File: config.mk
export PLATFORM = sky130hd
export DESIGN_NAME = instr_fetch_unit
export DESIGN_NICKNAME = d
export VERILOG_FILES = /design/src/rtl/instr_fetch_unit.sv
export SDC_FILE = /design/constraint.sdc
export NUM_CORES = 1
export LEC_CHECK = 0
export ABC_AREA = 1
export CORE_ASPECT_RATIO = 1.2
export CORE_MARGIN = 5
export CORE_UTILIZATION = 56
export CTS_CLUSTER_SIZE = 16
export DETAILED_ROUTE_END_ITERATION = 6
export GPL_TIMING_DRIVEN = 0
export PLACE_DENSITY = 0.85
export SYNTH_ARGS = -nofsm -noshare
export SYNTH_HDL_FRONTEND = slang
export SYNTH_SLANG_ARGS = --single-unit
File: constraint.sdc
create_clock -name clk_i -period 18.2 [get_ports clk_i]
set_clock_uncertainty 0.15 [all_clocks]
set_input_delay 3.64 -clock clk_i [delete_from_list [all_inputs] [get_ports clk_i]]
set_output_delay 3.64 -clock clk_i [all_outputs]
set_load 0.01 [all_outputs]
File: src/rtl/instr_fetch_unit.sv
// Instruction fetch stage: owns the PC, issues single-cycle-latency reads to
// instruction memory, buffers returned words in a small FIFO and hands
// {pc, instr} to the decoder over valid/ready. A redirect flushes all
// wrong-path work and restarts fetch at the target.
module instr_fetch_unit #(
    parameter logic [31:0] RESET_PC = 32'h0000_0000,
    parameter int          DEPTH    = 2
) (
    input  logic        clk_i,
    input  logic        rst_i,
    output logic        imem_req_o,
    output logic [31:0] imem_addr_o,
    input  logic [31:0] imem_rdata_i,
    input  logic        redirect_i,
    input  logic [31:0] redirect_pc_i,
    output logic        instr_valid_o,
    input  logic        instr_ready_i,
    output logic [31:0] instr_o,
    output logic [31:0] pc_o
);

    localparam int AW = $clog2(DEPTH);
    localparam int CW = AW + 1;
    localparam logic [CW-1:0] DEPTH_C = CW'(DEPTH);
    localparam logic [CW:0]   DEPTH_W = (CW+1)'(DEPTH);

    logic [31:0]   pc_q, pc_d;
    logic [31:0]   resp_pc_q, resp_pc_d;
    logic          inflight_q, inflight_d;
    logic          kill_q, kill_d;
    logic [AW-1:0] rptr_q, rptr_d;
    logic [AW-1:0] wptr_q, wptr_d;
    logic [CW-1:0] count_q, count_d;

    logic [31:0]   mem_pc  [DEPTH];
    logic [31:0]   mem_ins [DEPTH];

    logic          nonempty;
    logic          pop;
    logic          issue;
    logic          resp_ok;
    logic          fifo_we;
    logic [CW:0]   credit;

    // Handshake and credit: occupancy after this cycle's pop, counting the
    // word already in flight, must leave room for one more response.
    always_comb begin
        nonempty = (count_q != '0);
        credit   = {1'b0, count_q} + (CW+1)'(inflight_q) - (CW+1)'(pop);
        issue    = rst_i & ~redirect_i & (credit < DEPTH_W);
        resp_ok  = inflight_q & ~kill_q;
        fifo_we  = resp_ok & ~redirect_i;
    end

    assign instr_valid_o = rst_i & nonempty & ~redirect_i;
    assign pop           = instr_valid_o & instr_ready_i;
    assign imem_req_o    = issue;
    // While reset is held the address already shows the reset vector.
    assign imem_addr_o   = rst_i ? pc_q : RESET_PC;
    assign instr_o       = (rst_i & nonempty) ? mem_ins[rptr_q] : 32'h0;
    assign pc_o          = (rst_i & nonempty) ? mem_pc[rptr_q]  : 32'h0;

    // Next-state: redirect flushes everything; otherwise issue/push/pop.
    always_comb begin
        pc_d       = pc_q;
        resp_pc_d  = resp_pc_q;
        inflight_d = issue;
        kill_d     = redirect_i;
        rptr_d     = rptr_q;
        wptr_d     = wptr_q;
        count_d    = count_q;
        if (redirect_i) begin
            pc_d    = {redirect_pc_i[31:2], 2'b00};
            rptr_d  = '0;
            wptr_d  = '0;
            count_d = '0;
        end else begin
            if (issue) begin
                pc_d      = pc_q + 32'd4;
                resp_pc_d = pc_q;
            end
            if (fifo_we) wptr_d = wptr_q + AW'(1);
            if (pop)     rptr_d = rptr_q + AW'(1);
            count_d = count_q + CW'(fifo_we) - CW'(pop);
        end
    end

    // Control state register with synchronous active-low reset.
    always_ff @(posedge clk_i) begin
        if (!rst_i) begin
            pc_q       <= RESET_PC;
            resp_pc_q  <= 32'h0;
            inflight_q <= 1'b0;
            kill_q     <= 1'b0;
            rptr_q     <= '0;
            wptr_q     <= '0;
            count_q    <= '0;
        end else begin
            pc_q       <= pc_d;
            resp_pc_q  <= resp_pc_d;
            inflight_q <= inflight_d;
            kill_q     <= kill_d;
            rptr_q     <= rptr_d;
            wptr_q     <= wptr_d;
            count_q    <= count_d;
        end
    end

    // FIFO storage; contents are qualified by count so they need no reset.
    always_ff @(posedge clk_i) begin
        if (rst_i && fifo_we) begin
            mem_pc[wptr_q]  <= resp_pc_q;
            mem_ins[wptr_q] <= imem_rdata_i;
        end
    end

    a_no_push_full: assert property (@(posedge clk_i) disable iff (!rst_i)
        !(fifo_we && count_q == DEPTH_C));
    a_no_pop_empty: assert property (@(posedge clk_i) disable iff (!rst_i)
        !(pop && count_q == '0));

endmodule
* After elaboration in Yosys (flattened, before gate mapping)
Memories as Yosys holds them, arrays and structs flattened. A register that Yosys moved wholly into a read port is not among the register bits.
Index checks and enable logic that the tools add are counted.
** Cells by class
- Muxes and demuxes :: 11
- Bitwise operators :: 10
- $lt $le $gt $ge :: 1
- Reduce and logical (&&, ||, !) cells :: 5
- $add $sub $neg :: 7
** Operators with widths (number)
- two-way mux 32 bit :: 5
- adder 32 x 3 -> 32 bit, second input constant :: 1
- bitwise AND 1 bit :: 7
- two-way mux 1 bit :: 6
- nonzero test 2 bit :: 2
- adder 2 x 1 -> 3 bit :: 1
- less-than comparator 3 x 2 -> 1 bit, second input constant :: 1
- inverter 1 bit :: 3
- subtractor 3 x 1 -> 3 bit :: 1
- adder 1 bit, second input constant :: 2
- adder 2 x 1 -> 2 bit :: 1
- AND reduction 2 bit :: 1
- OR reduction 2 bit :: 1
- subtractor 2 x 1 -> 2 bit :: 1
- logical AND 1 bit :: 1
** Word-level totals
- Memories kept :: 2
- Logic and storage cells :: 44
- Output and inout port bits :: 98
- Register bits :: 70
- Bits of input ports :: 68
- RAM bits :: 128
** Memories
- mem_ins :: depth 2, bits a word 32, rd ports 1, clocked after memory_dff 1, write ports 1, RTL line 36 : logic [31:0] mem_ins [DEPTH];
- mem_pc :: depth 2, bits a word 32, rd ports 1, clocked after memory_dff 1, write ports 1, RTL line 35 : logic [31:0] mem_pc [DEPTH];

* Logic depth before layout (Yosys ltp)
Gate-level depths: netlist of the first run.
- Depth in word-level cells :: 9
- Mapped depth :: 20
- Mapped depth without buffers :: 19

* Worst setup path before layout of the first run
Ideal clock, no wire load.
- Path type :: input to output
- From :: input port redirect_i
- To :: output port imem_req_o
- Data arrival time :: 5.716 ns
- Data required time :: 14.410 ns
- Buffers on the path :: 2
- Path slack :: 8.694 ns
- Cell stages on the path :: 15
- Cell sequence :: inv_2 nand2_4 a21oi_1 nand2_1 inv_1 ha_1 inv_1 nand2_1 fa_1 inv_1 nor2_4 nand2_4 inv_2 buf_4 buf_2
** On the way
- Longest elaborated chain between the ends :: 6
- Elaborated cells between the ends (all ways) :: 7
- Classes of those cells :: add/sub: 1; order compare: 1; bitwise: 5
** RTL lines
- start, declared :: RTL line 14 : input logic redirect_i,
- inverter 1 bit (no line)
- bitwise AND 1 bit :: RTL line 55 : assign instr_valid_o = rst_i & nonempty & ~redirect_i;
- net instr_valid_o :: RTL line 16 : output logic instr_valid_o,
- bitwise AND 1 bit :: RTL line 56 : assign pop = instr_valid_o & instr_ready_i;
- net pop :: RTL line 39 : logic pop;
- subtractor 3 x 1 -> 3 bit :: RTL line 49 : credit = {1'b0, count_q} + (CW+1)'(inflight_q) - (CW+1)'(pop);
- less-than comparator 3 x 2 -> 1 bit :: RTL line 50 : issue = rst_i & ~redirect_i & (credit < DEPTH_W);
- bitwise AND 1 bit :: RTL line 50
- end, declared :: RTL line 11 : output logic imem_req_o,
The timed path passes the listed nets, and every way through them passes these cells.

* Worst setup path in the final report of the first run
- From :: input port redirect_i
- To :: output port imem_req_o
** On the way
- Longest elaborated chain between the ends :: 6
- Elaborated cells between the ends (all ways) :: 7
- Classes of those cells :: add/sub: 1; order compare: 1; bitwise: 5
** RTL lines (RTL line)
- inverter 1 bit (no line)
- bitwise AND 1 bit :: 55
- bitwise AND 1 bit :: 56
- net pop :: 39
- subtractor 3 x 1 -> 3 bit :: 49
- less-than comparator 3 x 2 -> 1 bit :: 50
- bitwise AND 1 bit :: 50
The timed path passes the listed nets, and every way through them passes these cells.

==> summary.txt, run 1 <==
status: completed
Chip Width: 124 um
Die Span Y: 147 um
Clk Latency, worst-skew pair: 0.43 ns
num ports: 166
initial core utilization: 0.567
post-synth top area cell: edfxtp_1
via count: 6843
Post-CTS Setup Repair Bufs: 0
Async S/R FF share, synth: 0
max_cap viols: 0
Final Wtd Congestion: 0.968
Post-Route WL: 21.1 mm
layout cells sized above 1: 0.124
synth top area cells: edfxtp_1 42%, dfxtp_1 15%, nand2_1 11%
Hold Slack: 0.311 ns
DIE AREA: 18300 um2
cts repair resizes: 0
number of I/O port buffers: 159
Root Buffer: clkbuf_16
pre-CTS setup slack: 7.34 ns
Avg Inst Size Synth: 9.25 um2
CP startpoint kind: input port
wire per inst: 15.5 um
kind of critical path: in2out
final instance area: 11400 um2
vias in the first global route: 6918
top cell type's share of synthesized area: 0.424
CTS Buffer Depth: 2
hpwl dp: 15.5 mm
CTS H-tree depth: 4
leakage: 5.00 nW
row count: 50
CTS Sinks: 191
setup TNS: 0 ns
post-synthesis cell count: 950
initial antenna violation count: 0
pin count of the biggest net entering global routing: 24
actual slew at the worst max-slew pin: 0.740 ns
# diodes: 0
hold buffer count at cts: 0
setup ws final: 7.34 ns
DRT Pass-1 Iters: 5
worst-path maximum fanout: 10
Tightest Hold Check Type: reg2reg
Mapped Area: 8790 um2
Post-synth EDFFs: 124
global-route wire length before repair: 34.3 mm
most common cell after layout, fill and taps aside: nand2_1
Residual DRC: 0
most frequent cells in the layout: 247 x nand2_1, 163 x inv_1, 159 x clkdlybuf4s50_1
total grt overflow: 0
Reg clk slew, reported paths: 0.07 ns
normalized max-slew margin: 0.506
period utilisation layout: 0.597
Netlist cell types: 41
post-route ant nets: 0
initial DRC count: 464
RSZ-0062 raised after global routing: no
crit path DAT: 7.07 ns
Fin. Hold Viols: 0
r2r setup slk: 15.21 ns
area added between synthesis and finish: 29.2%
Ys Warns: 0
worst vdd ir: 0.0651 mV
CTS tree: yes
FF+latch count, synth: 191
Placed Area: 10800 um2
Pwr Density: 79.9 nW/um2
Core Util, Final: 0.732
CTS buffer count: 17
core region area: 15500 um2
fin crit period: 10.86 ns
final setup fails: 0
max-slew violations: 0
CP required: 14.41 ns
post-DR vias/cell: 5.03
nets: 1212
Post-synth top flop: edfxtp_1
GRT Total Usage: 0.232
max frequency: 92.1 MHz
post-synthesis sequential area ratio: 0.576
crit end category: output port
==> flip-flops by register name (all words and copies together) (netlist names), 2 cells and up, named ones only <==
signal     count
count_q        2
mem_ins       64
resp_pc_q     30
pc_q          30
mem_pc        60
==> cells by family (layout without fill, tap and decap cells) <==
kind of cell / count (synthesis) / count (layout) / synth area share
XOR/XNOR: 4 / 4 / 0.00399
multiplexers: 62 / 62 / 0.0794
buffers and inverters: 210 / 409 / 0.0953
other: 1 / 4 / 0.000427
adder cells (fa/ha/maj): 5 / 5 / 0.00797
flip-flops: 191 / 191 / 0.576
AND/OR/NAND/NOR: 416 / 416 / 0.197
AO/OA/AOI/OAI: 61 / 61 / 0.0394
==> synth_stat cells, types with 3 or more instances <==
library cell	instances
mux2_2	62
inv_1	163
o21ai_1	8
nand3b_1	7
clkbuf_1	11
or2_1	3
a21oi_1	20
o211a_1	3
nor3_1	13
buf_4	5
buf_2	19
nand3_1	49
xor2_1	3
inv_2	5
ha_1	4
o21ai_0	18
edfxtp_1	124
nor2_1	82
buf_1	6
nor2_2	4
nand2_1	247
o22ai_1	3
dfxtp_1	67
==> worst max-delay path, stage by stage <==
cell,delay (ns)
clkdlybuf4s50_1,0.47
inv_2,0.20
nand2_4,0.15
a21oi_1,0.20
nand2_1,0.11
inv_1,0.10
ha_1,0.23
inv_1,0.06
nand2_1,0.06
fa_1,0.48
inv_1,0.06
nor2_4,0.12
nand2_4,0.10
inv_2,0.09
buf_4,0.18
buf_2,0.24
clkdlybuf4s50_1,0.57
==> layer usage <==
layer | track usage | share of wire | vias to the layer above
met3 | 0.0364 | 0.047 | 36
li1 | - | - | 3403
met1 | 0.280 | 0.41 | 3191
met4 | 0.0839 | 0.024 | 0
met2 | 0.420 | 0.52 | 213
met5 | 0 | 0 | -
==> power breakdown <==
group	switching, W	internal, W
combinational	0.0000372	0.0000344
clock	0.000161	0.000192
sequential	0.0000105	0.000473
total	0.000208	0.000699
==> through the flow <==
step | cells | total power, W
2_1_floorplan | 953 | 0.000526
3_3_place_gp | 1320 | 0.000560
3_5_place_dp | 1328 | 0.000563
4_1_cts | 1360 | 0.000911
5_1_grt | 1360 | 0.000941
6_report | 1360 | 0.000908
==> area by class of cell <==
type                            instances  area (um2)
Buffer                                 42         208
Clock buffer                           22         485
Clock inverter                         10        73.8
Fill cell                            1130        4160
Inverter                              168         631
Multi-Input combinational cell        552        2910
Sequential cell                       191        5060
Tap cell                              208         260
Timing Repair Buffer                  167        1720
==> final timing paths <==
kind / to / start / depth (start not counted)
worst min-delay path: mem_pc[1][2] / resp_pc_q[2] / 0
worst min register to register: mem_pc[1][2] / resp_pc_q[2] / 0
worst max register to register: pc_q[22] / count_q[1] / 17
worst max-delay path: imem_req_o / redirect_i / 17
Note: power is estimated with default switching activity, not from simulation.
==> inputs of run 2 (changes only) <==
--- a/config.mk
+++ b/config.mk
@@ -8,11 +8,11 @@
 export ABC_AREA = 1
 export CORE_ASPECT_RATIO = 1.2
 export CORE_MARGIN = 5
-export CORE_UTILIZATION = 56
+export CORE_UTILIZATION = 47
 export CTS_CLUSTER_SIZE = 16
 export DETAILED_ROUTE_END_ITERATION = 6
 export GPL_TIMING_DRIVEN = 0
-export PLACE_DENSITY = 0.85
+export PLACE_DENSITY = 0.76
 export SYNTH_ARGS = -nofsm -noshare
 export SYNTH_HDL_FRONTEND = slang
 export SYNTH_SLANG_ARGS = --single-unit
==> constraint.sdc (replaced) <==
create_clock -name clk_i -period 9.25 [get_ports clk_i]
set_clock_uncertainty 0.15 [all_clocks]
set_input_delay 1.85 -clock clk_i [delete_from_list [all_inputs] [get_ports clk_i]]
set_output_delay 1.85 -clock clk_i [all_outputs]
set_load 0.01 [all_outputs]
==> run 2 against run 1 <==
Against the previous run:
- cell area rose by 0.57%
- final cell count increased by 3.2%
- die area rose by 18%
- worst hold slack worse by 0.012 ns
- routed wire length down 1.4%
- combinational power is 95% higher
- critical endpoint unchanged
==> summary.txt, run 2 (synthesis gave the netlist of run 1 again) <==
row count: 54 (was 50)
Hold Crit Depth: 0 (unchanged)
GRT Total Usage: 0.197 (was 0.232)
CTS buffer count: 17 (unchanged)
layout cells sized above 1: 0.124 (about the same)
CTS Sinks: 191 (unchanged)
period utilisation layout: 0.801
area added between synthesis and finish: 29.9% (was 29.2%)
Biggest register: mem_ins (unchanged)
Final Wtd Congestion: 0.922 (was 0.968)
max frequency: 135 MHz
pre-CTS setup slack: 1.84 ns (was 7.34 ns)
final instance area: 11400 um2 (about the same)
initial core utilization: 0.480 (was 0.567)
nets: 1212 (unchanged)
initial antenna violation count: 0 (unchanged)
core region area: 18300 um2 (was 15500 um2)
CTS Buffer Depth: 2 (unchanged)
Largest regs: mem_ins: 64 flops, mem_pc: 60 flops (unchanged)
r2r setup slk: 6.19 ns (was 15.21 ns)
CTS H-tree depth: 4 (unchanged)
cts repair resizes: 0 (unchanged)
Die Span Y: 160 um (was 147 um)
CP Cell Sequence: clkdlybuf4s50_1, inv_2, nand2_4, a21oi_1, nand2_1, inv_1, ha_1, inv_1, nand2_1, fa_1, inv_1, nor2_4, nand2_4, inv_2, buf_4, buf_2, clkdlybuf4s50_1 (unchanged)
Reg-to-Reg End: pc_q[22] (unchanged)
post-route ant nets: 0 (unchanged)
DIE AREA: 21600 um2 (was 18300 um2)
FF-to-FF Start: count_q[1] (unchanged)
total grt overflow: 0 (unchanged)
Largest delay share family, worst path: buffers and inverters (unchanged)
wire per inst: 14.8 um (was 15.5 um)
Residual DRC: 0 (unchanged)
max reg flops: 64 (unchanged)
num ports: 166 (unchanged)
final setup fails: 0 (unchanged)
via count: 6634 (was 6843)
most common cell after layout, fill and taps aside: nand2_1 (unchanged)
max_cap viols: 0 (unchanged)
pin count of the biggest net entering global routing: 24 (unchanged)
normalized max-slew margin: 0.539 (was 0.506)
global-route wire length before repair: 33.6 mm (was 34.3 mm)
status: completed (unchanged)
vias in the first global route: 6607 (was 6918)
fin crit period: 7.41 ns
crit path DAT: 5.41 ns (was 7.07 ns)
hpwl dp: 15.6 mm (was 15.5 mm)
initial DRC count: 370 (was 464)
Core Util, Final: 0.624 (was 0.732)
DRT Pass-1 Iters: 5 (unchanged)
most frequent cells in the layout: 247 x nand2_1, 163 x inv_1, 159 x clkdlybuf4s50_1 (unchanged)
number of I/O port buffers: 159 (unchanged)
Fin. Hold Viols: 0 (unchanged)
post-DR vias/cell: 4.73 (was 5.03)
reg2reg path depth: 17 (unchanged)
CP startpoint kind: input port (unchanged)
max-slew violations: 0 (unchanged)
CTS tree: yes (unchanged)
Post-Route WL: 20.8 mm (was 21.1 mm)
Worst Setup SP: redirect_i (unchanged)
Buf/Inv on CP: 9 (unchanged)
kind of critical path: in2out (unchanged)
Slowest-stage cell, CP: clkdlybuf4s50_1 (unchanged)
Root Buffer: clkbuf_16 (unchanged)
Post-CTS Setup Repair Bufs: 0 (unchanged)
Hold Slack: 0.299 ns (was 0.311 ns)
worst-path maximum fanout: 10 (unchanged)
Clk Latency, worst-skew pair: 0.43 ns (about the same)
Chip Width: 135 um (was 124 um)
CP required: 7.25 ns (was 14.41 ns)
max incr delay on CP: 0.58 ns (was 0.57 ns)
hold path start: resp_pc_q[7] (was resp_pc_q[2])
leakage: 5.00 nW (about the same)
worst vdd ir: 0.138 mV (was 0.0651 mV)
setup ws final: 1.84 ns (was 7.34 ns)
crit end category: output port (unchanged)
hold buffer count at cts: 0 (unchanged)
Hold Path End: mem_pc[0][7] (was mem_pc[1][2])
Reg clk slew, reported paths: 0.06 ns (was 0.07 ns)
Pwr Density: 158 nW/um2 (was 79.9 nW/um2)
actual slew at the worst max-slew pin: 0.688 ns (was 0.740 ns)
# diodes: 0 (unchanged)
Tightest Hold Check Type: reg2reg (unchanged)
RSZ-0062 raised after global routing: no (unchanged)
Placed Area: 10800 um2 (about the same)
setup TNS: 0 ns (unchanged)
Crit path top cell by count: inv_1 (unchanged)
## run 2: stage by stage
stage          instances  total power (W)
6_report            1403          0.00181
5_1_grt             1403          0.00187
4_1_cts             1403          0.00182
3_5_place_dp        1372          0.00111
3_3_place_gp        1364          0.00110
2_1_floorplan        953          0.00103
## run 2: where the power goes
group          internal, W  switching (W)  total (W)
Combinational    0.0000676      0.0000721   0.000140
Clock             0.000404       0.000311   0.000715
Sequential        0.000930      0.0000202   0.000950
Total              0.00140       0.000403    0.00181
## run 2: layer usage
metal	global-route usage	wire length (um)	vias up
met5	0	0	-
met4	0.0722	482	0
met3	0.0368	1210	35
met2	0.335	10400	193
met1	0.248	8750	3000
li1	-	-	3406
## run 2: worst reg2reg max path: stages (launching register included)
cell and delay, ns:
dfxtp_1 0.41, inv_1 0.11, a21oi_1 0.27, nand2_1 0.14, inv_1 0.10, ha_1 0.22, inv_1 0.05, nand2_1 0.06
fa_1 0.48, inv_1 0.06, nor2_4 0.12, nand2_4 0.10, buf_2 0.21, nor2_1 0.20, nand3_1 0.11, nand3_1 0.10
nand2_1 0.05, inv_1 0.07
## run 2: final cells by class
cell class                      instances  area, um2
Buffer                                 42        208
Clock buffer                           21        483
Clock inverter                         10       97.6
Fill cell                            1586       6890
Inverter                              168        631
Multi-Input combinational cell        552       2910
Sequential cell                       191       5060
Tap cell                              252        315
Timing Repair Buffer                  167       1710
## run 2: how the worst max path moves through the flow
stage / endpoint / slack, ns / cells after the start
global route: imem_req_o / 1.62 / 17
floorplan: mem_ins[0][0] / 1.94 / 4
detailed placement: imem_req_o / 1.84 / 17
CTS: imem_req_o / 1.83 / 17
finish: imem_req_o / 1.84 / 17
global placement: mem_ins[0][20] / -1.25 / 5
